### src/rtl/breakpoint_unit_if.sv
// Bus between the breakpoint unit and the front panel / halt controller.
// The master drives the PC, the fetch strobe, the panel switches and the buttons. The slave returns the hit status and the slot LEDs.
interface breakpoint_unit_if #(
    parameter int ADDR_WIDTH = 16,
    parameter int NUM_SLOTS  = 2
);
    logic [ADDR_WIDTH-1:0] i_pc;
    logic                  i_fetchN;
    logic                  i_breakpointEnableN;
    logic [ADDR_WIDTH-1:0] i_swAddr;
    logic                  i_swSlot;
    logic                  i_btnSet;
    logic                  i_btnClear;
    logic                  i_btnContinue;
    logic                  o_breakpointHitN;
    logic                  o_hitSlot;
    logic [NUM_SLOTS-1:0]  o_slotValid;

    modport master (
        output i_pc, i_fetchN, i_breakpointEnableN, i_swAddr, i_swSlot,
               i_btnSet, i_btnClear, i_btnContinue,
        input  o_breakpointHitN, o_hitSlot, o_slotValid
    );

    modport slave (
        input  i_pc, i_fetchN, i_breakpointEnableN, i_swAddr, i_swSlot,
               i_btnSet, i_btnClear, i_btnContinue,
        output o_breakpointHitN, o_hitSlot, o_slotValid
    );
endinterface

### src/rtl/breakpoint_unit.sv
// Two-slot PC breakpoint comparator with a latched, active-low hit.
// A Continue press releases the hit and skips exactly one fetch so the halted instruction can run.
module breakpoint_unit #(
    parameter int ADDR_WIDTH = 16,
    parameter int NUM_SLOTS  = 2
) (
    input logic              i_clk,
    input logic              i_resetn,
    breakpoint_unit_if.slave bus
);
    typedef enum logic [1:0] {ARMED, HIT, SKIP} stateT;

    stateT                 state, stateNext;
    logic [2:0]            setSync, clearSync, continueSync;
    logic                  setEvent, clearEvent, continueEvent;
    logic [ADDR_WIDTH-1:0] holdAddr;
    logic                  holdSlot;
    logic [ADDR_WIDTH-1:0] slotAddr [NUM_SLOTS];
    logic [NUM_SLOTS-1:0]  slotValid;
    logic                  hitSlot;
    logic                  anyMatch, matchSlot, loadHitSlot, fetch;

    // Each button goes through two synchronizer flops and a delay flop, which yields one event per press.
    always_ff @(posedge i_clk) begin
        if (!i_resetn) begin
            setSync      <= '0;
            clearSync    <= '0;
            continueSync <= '0;
        end else begin
            setSync      <= {setSync[1:0], bus.i_btnSet};
            clearSync    <= {clearSync[1:0], bus.i_btnClear};
            continueSync <= {continueSync[1:0], bus.i_btnContinue};
        end
    end

    assign setEvent      = setSync[1] & ~setSync[2];
    assign clearEvent    = clearSync[1] & ~clearSync[2];
    assign continueEvent = continueSync[1] & ~continueSync[2];
    assign fetch         = ~bus.i_fetchN;

    // Clear empties every slot. A Set in the same cycle then re-arms only the selected slot.
    always_ff @(posedge i_clk) begin
        if (!i_resetn) begin
            holdAddr  <= '0;
            holdSlot  <= 1'b0;
            slotValid <= '0;
            for (int i = 0; i < NUM_SLOTS; i++) begin
                slotAddr[i] <= '0;
            end
        end else begin
            holdAddr <= bus.i_swAddr;
            holdSlot <= bus.i_swSlot;
            if (clearEvent) begin
                slotValid <= '0;
            end
            if (setEvent) begin
                slotAddr[holdSlot]  <= holdAddr;
                slotValid[holdSlot] <= 1'b1;
            end
        end
    end

    // The loop runs downward so that the lowest matching slot index wins.
    always_comb begin
        anyMatch  = 1'b0;
        matchSlot = 1'b0;
        for (int i = NUM_SLOTS - 1; i >= 0; i--) begin
            if (slotValid[i] && (slotAddr[i] == bus.i_pc)) begin
                anyMatch  = 1'b1;
                matchSlot = 1'(i);
            end
        end
    end

    always_ff @(posedge i_clk) begin
        if (!i_resetn) begin
            state   <= ARMED;
            hitSlot <= 1'b0;
        end else begin
            state <= stateNext;
            if (loadHitSlot) begin
                hitSlot <= matchSlot;
            end
        end
    end

    always_comb begin
        stateNext   = state;
        loadHitSlot = 1'b0;
        case (state)
            ARMED: begin
                if (clearEvent) begin
                    stateNext = ARMED;
                end else if (fetch && !bus.i_breakpointEnableN && anyMatch) begin
                    stateNext   = HIT;
                    loadHitSlot = 1'b1;
                end
            end
            HIT: begin
                if (clearEvent || bus.i_breakpointEnableN) begin
                    stateNext = ARMED;
                end else if (continueEvent) begin
                    stateNext = SKIP;
                end
            end
            SKIP: begin
                if (clearEvent || fetch) begin
                    stateNext = ARMED;
                end
            end
            default: stateNext = ARMED;
        endcase
    end

    assign bus.o_breakpointHitN = (state != HIT);
    assign bus.o_hitSlot        = hitSlot;
    assign bus.o_slotValid      = slotValid;
endmodule

### src/flat_wrapper.sv
// flat-port wrapper written by rule: the top's interface ports become plain ports
module breakpoint_unit_flat 
#(
    parameter int ADDR_WIDTH = 16,
    parameter int NUM_SLOTS  = 2
)
  (i_clk, i_resetn, bus_i_pc, bus_i_fetchN, bus_i_breakpointEnableN, bus_i_swAddr, bus_i_swSlot, bus_i_btnSet, bus_i_btnClear, bus_i_btnContinue, bus_o_breakpointHitN, bus_o_hitSlot, bus_o_slotValid);
  breakpoint_unit_if #(.ADDR_WIDTH(ADDR_WIDTH), .NUM_SLOTS(NUM_SLOTS)) bus_i ();
  input logic i_clk;
  input logic i_resetn;
  input wire logic [$bits(bus_i.i_pc)-1:0] bus_i_pc;
  input wire logic [$bits(bus_i.i_fetchN)-1:0] bus_i_fetchN;
  input wire logic [$bits(bus_i.i_breakpointEnableN)-1:0] bus_i_breakpointEnableN;
  input wire logic [$bits(bus_i.i_swAddr)-1:0] bus_i_swAddr;
  input wire logic [$bits(bus_i.i_swSlot)-1:0] bus_i_swSlot;
  input wire logic [$bits(bus_i.i_btnSet)-1:0] bus_i_btnSet;
  input wire logic [$bits(bus_i.i_btnClear)-1:0] bus_i_btnClear;
  input wire logic [$bits(bus_i.i_btnContinue)-1:0] bus_i_btnContinue;
  output wire logic [$bits(bus_i.o_breakpointHitN)-1:0] bus_o_breakpointHitN;
  output wire logic [$bits(bus_i.o_hitSlot)-1:0] bus_o_hitSlot;
  output wire logic [$bits(bus_i.o_slotValid)-1:0] bus_o_slotValid;
  assign bus_i.i_pc = bus_i_pc;
  assign bus_i.i_fetchN = bus_i_fetchN;
  assign bus_i.i_breakpointEnableN = bus_i_breakpointEnableN;
  assign bus_i.i_swAddr = bus_i_swAddr;
  assign bus_i.i_swSlot = bus_i_swSlot;
  assign bus_i.i_btnSet = bus_i_btnSet;
  assign bus_i.i_btnClear = bus_i_btnClear;
  assign bus_i.i_btnContinue = bus_i_btnContinue;
  assign bus_o_breakpointHitN = bus_i.o_breakpointHitN;
  assign bus_o_hitSlot = bus_i.o_hitSlot;
  assign bus_o_slotValid = bus_i.o_slotValid;
  breakpoint_unit #(.ADDR_WIDTH(ADDR_WIDTH), .NUM_SLOTS(NUM_SLOTS)) u_core (.i_clk(i_clk), .i_resetn(i_resetn), .bus(bus_i));
endmodule
### config.mk
export PLATFORM = sky130hd
export DESIGN_NAME = breakpoint_unit_flat
export DESIGN_NICKNAME = d
export VERILOG_FILES = /design/src/rtl/breakpoint_unit_if.sv /design/src/rtl/breakpoint_unit.sv /design/src/flat_wrapper.sv
export SDC_FILE = /design/constraint.sdc
export NUM_CORES = 1
export LEC_CHECK = 0
export ABC_AREA = 1
export BUFFER_PORTS_ARGS = -buffer_cell sky130_fd_sc_hd__buf_4
export CORE_ASPECT_RATIO = 0.8
export CORE_MARGIN = 1
export CORE_UTILIZATION = 60
export CTS_BUF_LIST = sky130_fd_sc_hd__clkbuf_16
export CTS_CLUSTER_SIZE = 28
export DETAILED_ROUTE_END_ITERATION = 12
export HOLD_SLACK_MARGIN = 0.08
export PLACE_DENSITY_LB_ADDON = 0.25
export SYNTH_ARGS = -nofsm -noshare
export SYNTH_HDL_FRONTEND = slang
export SYNTH_SLANG_ARGS = --single-unit
### constraint.sdc
create_clock -name i_clk -period 3.25 [get_ports i_clk]
set_clock_uncertainty 0.2 [all_clocks]
set_input_delay 0 -clock i_clk [delete_from_list [all_inputs] [get_ports i_clk]]
set_output_delay 0 -clock i_clk [all_outputs]
set_load 0.05 [all_outputs]
==> results of run 1 <==
## worst register-to-register path, stage by stage (launching register included)
cell           delay (ps)
dfxtp_1               350
inv_1                  50
nor2_1                260
inv_2                  80
nand4_1               100
nand2_1                60
dlygate4sd3_1         570
a21oi_1               100
dlygate4sd3_1         540
## cell type report
cell class	instances	area share, %
clock inverters	7	0.8775
multi-input cells	190	21.51
well taps	57	1.852
clock buffers	9	5.850
repair buffers	91	20.73
flip-flops and latches	63	41.08
inverters	83	8.092
## per-layer routing
metal / GRT usage [%] / routed length, um / up-vias
met5: 6.667 / 36 / -
met4: 18.40 / 325 / 2
met3: 15.18 / 675 / 38
met2: 62.72 / 3983 / 157
met1: 38.43 / 2916 / 1192
li1: - / - / 1191
## flip-flops by register name, indices dropped and copies added (netlist names)
name / count
u_core.clearSync: 3
u_core.slotAddr: 32
u_core.holdSlot: 1
u_core.continueSync: 3
u_core.setSync: 3
u_core.holdAddr: 16
u_core.bus.o_slotValid: 2
u_core.bus.o_hitSlot: 1
u_core.state: 2
## per-stage QoR
stage          util, %  cells  hold slack [ps]  instance area, um^2
6_report         89.89    500            103.0                 3850
5_1_grt          89.89    500            164.3                 3850
4_1_cts          89.89    500            81.23                 3850
3_5_place_dp     73.09    438           -15.15                 3131
3_3_place_gp     73.09    438           -19.90                 3131
2_1_floorplan        -    342           -102.4                 2748
## path summary, 6_finish.rpt
| check | endpoint | cells past startpoint |
|---|---|---|
| setup / recovery | u_core.state[0] | 8 |
| hold / removal | u_core.bus.o_hitSlot | 7 |
| setup reg to reg | u_core.state[0] | 8 |
| hold reg to reg | u_core.setSync[1] | 2 |
## placed cells by master, fill, tap and decap left out
master         synthesis  final
inv_1                 77     79
xor2_1                 5      5
nand4_1                1      1
nor2_1                54     54
nor3_2                 2      2
o21ai_1                5      5
nand3_2                3      3
nand2_1               98     98
nand3_1                5      5
edfxtp_1              32     32
inv_4                  0      1
inv_2                  5      5
a21oi_1                2      2
nand3b_1               2      2
or2_0                  1      1
clkinvlp_4             0      1
buf_4                  0     45
clkinv_2               0      1
xnor2_1                2      2
clkinv_1               1      3
nor2_2                 4      4
clkbuf_16              0      9
dfxtp_1               31     31
a21oi_2                1      1
o21ai_0                5      5
dlygate4sd3_1          0     46
## power by group through the flow
| stage | Combinational [W] | Clock [W] | Sequential (W) |
|---|---|---|---|
| 2_1_floorplan | 0.0000818 | 0 | 0.000898 |
| 3_3_place_gp | 0.000143 | 0 | 0.000898 |
| 3_5_place_dp | 0.000149 | 0 | 0.000899 |
| 4_1_cts | 0.000195 | 0.000833 | 0.000883 |
| 5_1_grt | 0.000225 | 0.000891 | 0.000888 |
| 6_report | 0.000207 | 0.000851 | 0.000886 |
## kinds of logic (layout without fill, tap and decap cells)
family	after synthesis	in the layout	synth area share, %
compound gates	13	13	2.504
xor+xnor	7	7	2.231
buf+inv	89	190	12.29
flops	63	63	57.56
simple gates	170	170	25.41
==> impl_metrics.yaml, run 1 <==
clock_network:
  cts_resized: 0
  clockBufferDepth: 2
  ctsHoldBuffers: 46
  clk_pin_slew_worst_paths_ps: 50
  cts_setup_buffers: 0
  htree_levels: 3
  clock_latency_ps: 330
  cts_tree: "done"
  numCtsBuffers: 9
  root_buffer: "clkbuf_16"
  clock_sinks: 63
setup_path:
  r2r_setup_slack_ps: 870
  cp_max_fo: 3
  startpoint_type: "flop"
  cpLargestDelayFamily: "buffers and inverters"
  crit_chain: "inv_1 > nor2_1 > inv_2 > nand4_1 > nand2_1 > dlygate4sd3_1 > a21oi_1 > dlygate4sd3_1"
  r2r-start: "u_core.clearSync[1]"
  cp_slowest_cell: "dlygate4sd3_1"
  required_ps: 3320
  crit_start: "u_core.clearSync[1]"
  path_class: "flop to flop"
  max_stage_delay_ps: 570
  arrival_ps: 2450
  path_buf_inv: 4
  crit_top_cell: "dlygate4sd3_1"
  critPathCaptureType: "flop"
pwr:
  cellPowerDensity_nw_per_um2: 505.1
  power_w: 0.001945
  power_frac_comb_pct: 10.7
  p_int_w: 0.001472
  leakage_nw: 1.921
  p_sw_w: 0.0004725
  swShare_pct: 24.30
  clkPwrFrac_pct: 43.8
  p_seq_share_pct: 45.6
  peakVddDrop_uv: 512.3
global_route:
  grt_pass1_vias: 2692
  overflow: 0
  grt_pass1_wl_mm: 12.81
  grt_max_degree: 36
  antenna_found_initial: 0
  grt_use_total_pct: 36.73
synthesis:
  async_flop_share_pct: 0
  avgSynthCellArea_um2: 8.034
  yosys.area.top_type_share_pct: 34.97
  syn_nets: 382
  synth-seq-cells: 63
  synth-edff-count: 32
  yosys_warnings: 0
  synthTopCellsByArea: "edfxtp_1 35%, dfxtp_1 23%, nand2_1 13%, inv_1 11%, nor2_1 7.4%"
  synth.distinct_cells: 22
  synth_most_common_cell: "nand2_1"
  synthCells: 342
  yosysSeqAreaShare_pct: 57.56
  synth_area_um2: 2748
  synth_top_flop_cell: "edfxtp_1"
  yosysTopAreaCell: "edfxtp_1"
  ys_top_cells_by_count: "98 x nand2_1, 77 x inv_1, 54 x nor2_1"
placed_design:
  dpl_worst_slack_ps: 1353
  gp_congestion: 0.8263
  hpwl_mm: 3.790
  io_buffers: 43
sta:
  max_freq_ghz: 0.4199
  rsz0062_at_grt: "false"
  fin_crit_sh_pct: 73.28
  setup_viol: 0
  slew_violations: 0
  fin_ws_ps: 868.4
  timing_hold_violations_final: 0
  post-route-min-period_ps: 2382
  worst_slew_pin_slew_ps: 750.7
  finalSetupTns_ps: 0
  slew_headroom_pct: 49.83
job:
  cap_viol_max_count: 0
floorplan:
  die_area_um2: 4856
  ios: 44
  fp.dieW_um: 77.66
  die_h_um: 62.53
  initial_utilization_pct: 64.15
  fp.coreArea_um2: 4283
  core.rowCount: 21
layout:
  seq_area_um2: 1582
  multi_input_area_um2: 828.3
  diodes: 0
  drive_gt1_share_pct: 16.25
  area_growth_pct: 40.12
  nNetsFinal: 478
  fillers: 181
route:
  vias_per_cell: 5.160
  drtPass1Iterations: 5
  ant_nets: 0
  wl_per_cell_um: 15.87
  first_iter_violations: 344
  wirelength_mm: 7.937
  vias: 2580
  route.detailed.drc: 0
hold_path:
  hold_path_startpoint: "bus_i_pc[4]"
  holdCritPathClass: "primary input to flop"
status:
  status: "completed"
No activity file was read; power rests on OpenSTA's default activity.
==> run 2: changes to the inputs <==
--- a/config.mk
+++ b/config.mk
@@ -5,11 +5,11 @@
 export SDC_FILE = /design/constraint.sdc
 export NUM_CORES = 1
 export LEC_CHECK = 0
-export ABC_AREA = 1
+export ABC_AREA = 0
 export BUFFER_PORTS_ARGS = -buffer_cell sky130_fd_sc_hd__buf_4
 export CORE_ASPECT_RATIO = 0.8
 export CORE_MARGIN = 1
-export CORE_UTILIZATION = 60
+export CORE_UTILIZATION = 54
 export CTS_BUF_LIST = sky130_fd_sc_hd__clkbuf_16
 export CTS_CLUSTER_SIZE = 28
 export DETAILED_ROUTE_END_ITERATION = 12
==> constraint.sdc (replaced) <==
create_clock -name i_clk -period 2.4 [get_ports i_clk]
set_clock_uncertainty 0.2 [all_clocks]
set_input_delay 0 -clock i_clk [delete_from_list [all_inputs] [get_ports i_clk]]
set_output_delay 0 -clock i_clk [all_outputs]
set_load 0.05 [all_outputs]
==> run 2 against run 1 <==
Non-clock buffer count rose by 9. Final cell count shrank 27%. Sequential share of layout area grew 1.8 points. Fmax increased by 4.1%. Via count decreased by 31%. Register-to-register slack lost 760 ps. Worst setup slack lost 760 ps. Clock-buffer cell count did not move. Flip-flop and latch count did not move. Clock power up 41%. Critical path type unchanged. Critical endpoint unchanged. Largest cell class unchanged. Largest power group unchanged.
==> impl_metrics.yaml, run 2 <==
floorplan:
  die_area_um2: 4831
  fp.dieW_um: 77.46
  fp.coreArea_um2: 4283
  initial_utilization_pct: 57.43
  ios: 44
  die_h_um: 62.37
  core.rowCount: 21
setup_path:
  arrival_ps: 2330
  path_buf_inv: 1
  startpoint_type: "flop"
  required_ps: 2450
  cp_max_fo: 2
  cpLargestDelayFamily: "buffers and inverters"
  crit_start: "u_core.slotAddr[1][9]"
  r2r-end: "u_core.state[0]"
  path_depth: 5
  r2r_setup_slack_ps: 110
  crit_chain: "xnor2_2 > nand4_1 > dlygate4sd3_1 > or4_1 > a31oi_1"
  path_class: "flop to flop"
  endpoint: "u_core.state[0]"
  r2r-start: "u_core.slotAddr[1][9]"
  max_stage_delay_ps: 610
  worstRegToRegCells: 5
  cp_slowest_cell: "dlygate4sd3_1"
  critPathCaptureType: "flop"
pwr:
  peakVddDrop_uv: 589.0
  leakage_nw: 1.570
  cellPowerDensity_nw_per_um2: 714.4
synthesis:
  yosys_warnings: 0
  synth.distinct_cells: 21
  synth-edff-count: 32
  synthCells: 195
  ys_top_cells_by_count: "57 x and2_1, 32 x edfxtp_1, 31 x dfxtp_1"
  synth-seq-cells: 63
  synth_most_common_cell: "and2_1"
  synth_area_um2: 2460
  synth_top_flop_cell: "edfxtp_1"
  yosys.area.top_type_share_pct: 39.06
  syn_nets: 235
  async_flop_share_pct: 0
  synthTopCellsByArea: "edfxtp_1 39%, dfxtp_1 25%, and2_1 14%, xor2_1 7.8%, xnor2_1 3.6%"
  yosysSeqAreaShare_pct: 64.29
  yosysTopAreaCell: "edfxtp_1"
  avgSynthCellArea_um2: 12.61
sta:
  slew_violations: 0
  worst_slew_pin_slew_ps: 425.5
  max_freq_ghz: 0.4371
  fin_ws_ps: 112.1
  slew_headroom_pct: 71.37
  rsz0062_at_grt: "true"
  finalSetupTns_ps: 0
  fin_crit_sh_pct: 95.33
  setup_viol: 0
  post-route-min-period_ps: 2288
  timing_hold_violations_final: 0
route:
  wl_per_cell_um: 14.89
  vias_per_cell: 4.928
  drtPass1Iterations: 4
  vias: 1789
  wirelength_mm: 5.404
  ant_nets: 0
  route.detailed.drc: 0
  first_iter_violations: 110
placed_design:
  hpwl_mm: 2.962
  io_buffers: 43
  place_inst: 296
  dpl_worst_slack_ps: 437.3
  gp_congestion: 0.7592
layout:
  nNetsFinal: 341
  area_growth_pct: 50.10
  fillers: 195
  diodes: 0
  mostFrequentLayoutCell: "and2_1"
  largest_register_ffs: 32
  drive_gt1_share_pct: 21.90
  layout.cells.non_filler: 363
  layout_common_cells: "57 x and2_1, 51 x dlygate4sd3_1, 49 x buf_4, 32 x edfxtp_1, 31 x dfxtp_1"
  largestRegisters: "u_core.slotAddr x32, u_core.holdAddr x16"
  regMostFlops: "u_core.slotAddr"
hold_path:
  hold_path_startpoint: "bus_i_pc[0]"
  holdCritPathClass: "primary input to flop"
clock_network:
  clock_latency_ps: 320
  root_buffer: "clkbuf_16"
  cts_tree: "done"
  numCtsBuffers: 9
  htree_levels: 3
  clock_sinks: 63
  clockBufferDepth: 2
  clk_pin_slew_worst_paths_ps: 50
job:
  cap_viol_max_count: 0
global_route:
  grt_use_total_pct: 25.02
  grt_pass1_wl_mm: 8.769
  grt_max_degree: 33
  antenna_found_initial: 0
  grt_pass1_vias: 1915
  overflow: 0
status:
  status: "completed"
## run 2: cell families (layout without fill, tap and decap cells)
kind of cell / after synthesis / in the layout / synth area share (%)
AOI/OAI and AO/OA: 5 / 5 / 1.679
xor gates and xnor gates: 32 / 32 / 11.39
buffers and inverters: 6 / 117 / 0.9155
DFF: 63 / 63 / 64.29
and+or+nand+nor: 89 / 89 / 21.72
## run 2: report_power, final
part	internal, W	switching (W)	total (W)
clock network	0.000784	0.000417	0.00120
registers	0.00118	0.0000209	0.00120
logic	0.000143	0.0000931	0.000236
total	0.00211	0.000531	0.00264
## run 2: per-stage QoR
| stage | area (um^2) | utilization, % | hold slack (ps) | power (W) |
|---|---|---|---|---|
| 2_1_floorplan | 2460 | - | -72.71 | 0.001294 |
| 3_3_place_gp | 2880 | 67.25 | 7.354 | 0.001379 |
| 3_5_place_dp | 2880 | 67.25 | 10.28 | 0.001385 |
| 4_1_cts | 3672 | 85.74 | 92.92 | 0.002637 |
| 5_1_grt | 3692 | 86.21 | 215.7 | 0.002735 |
| 6_report | 3692 | 86.21 | 158.0 | 0.002638 |
## run 2: how the worst min path moves through the flow
| stage | cells after the start | endpoint | slack, ps |
|---|---|---|---|
| after floorplan | 1 | u_core.clearSync[0] | -70 |
| after global placement | 2 | u_core.holdAddr[1] | 7 |
| after detailed placement | 2 | u_core.holdAddr[9] | 10 |
| after CTS | 6 | u_core.state[0] | 90 |
| after global routing | 6 | u_core.state[0] | 220 |
| final | 6 | u_core.state[0] | 160 |
## run 2: final cells by class
cell class	instances	area [um^2]	area share, %
flip-flops and latches	63	1582	42.83
repair buffers	100	878.3	23.79
multi-input cells	126	875.8	23.72
clock buffers	9	225.2	6.100
well taps	57	71.32	1.932
clock inverters	7	56.30	1.525
inverters	1	3.754	0.1017
## run 2: repair_timing
action                                  in CTS  in global routing
hold buffers                                51                  0
endpoints found under the setup margin       0                  2
endpoints found under the hold margin       31                  0
setup buffers                                0                  0
gates resized for setup                      0                  3
## run 2: routing by layer
metal	global-route usage (%)	share of wire, %	up-vias
li1	-	-	870
met1	27.92	41	843
met2	43.14	51	68
met3	10.29	7.0	8
met4	8.255	0.98	0
met5	0	0	-
## run 2: tightest hold or removal path, stage by stage
cell and delay, ps:
buf_4 90, xor2_1 130, nor3_1 80, nand3_1 110, or4_1 130, a31oi_1 80
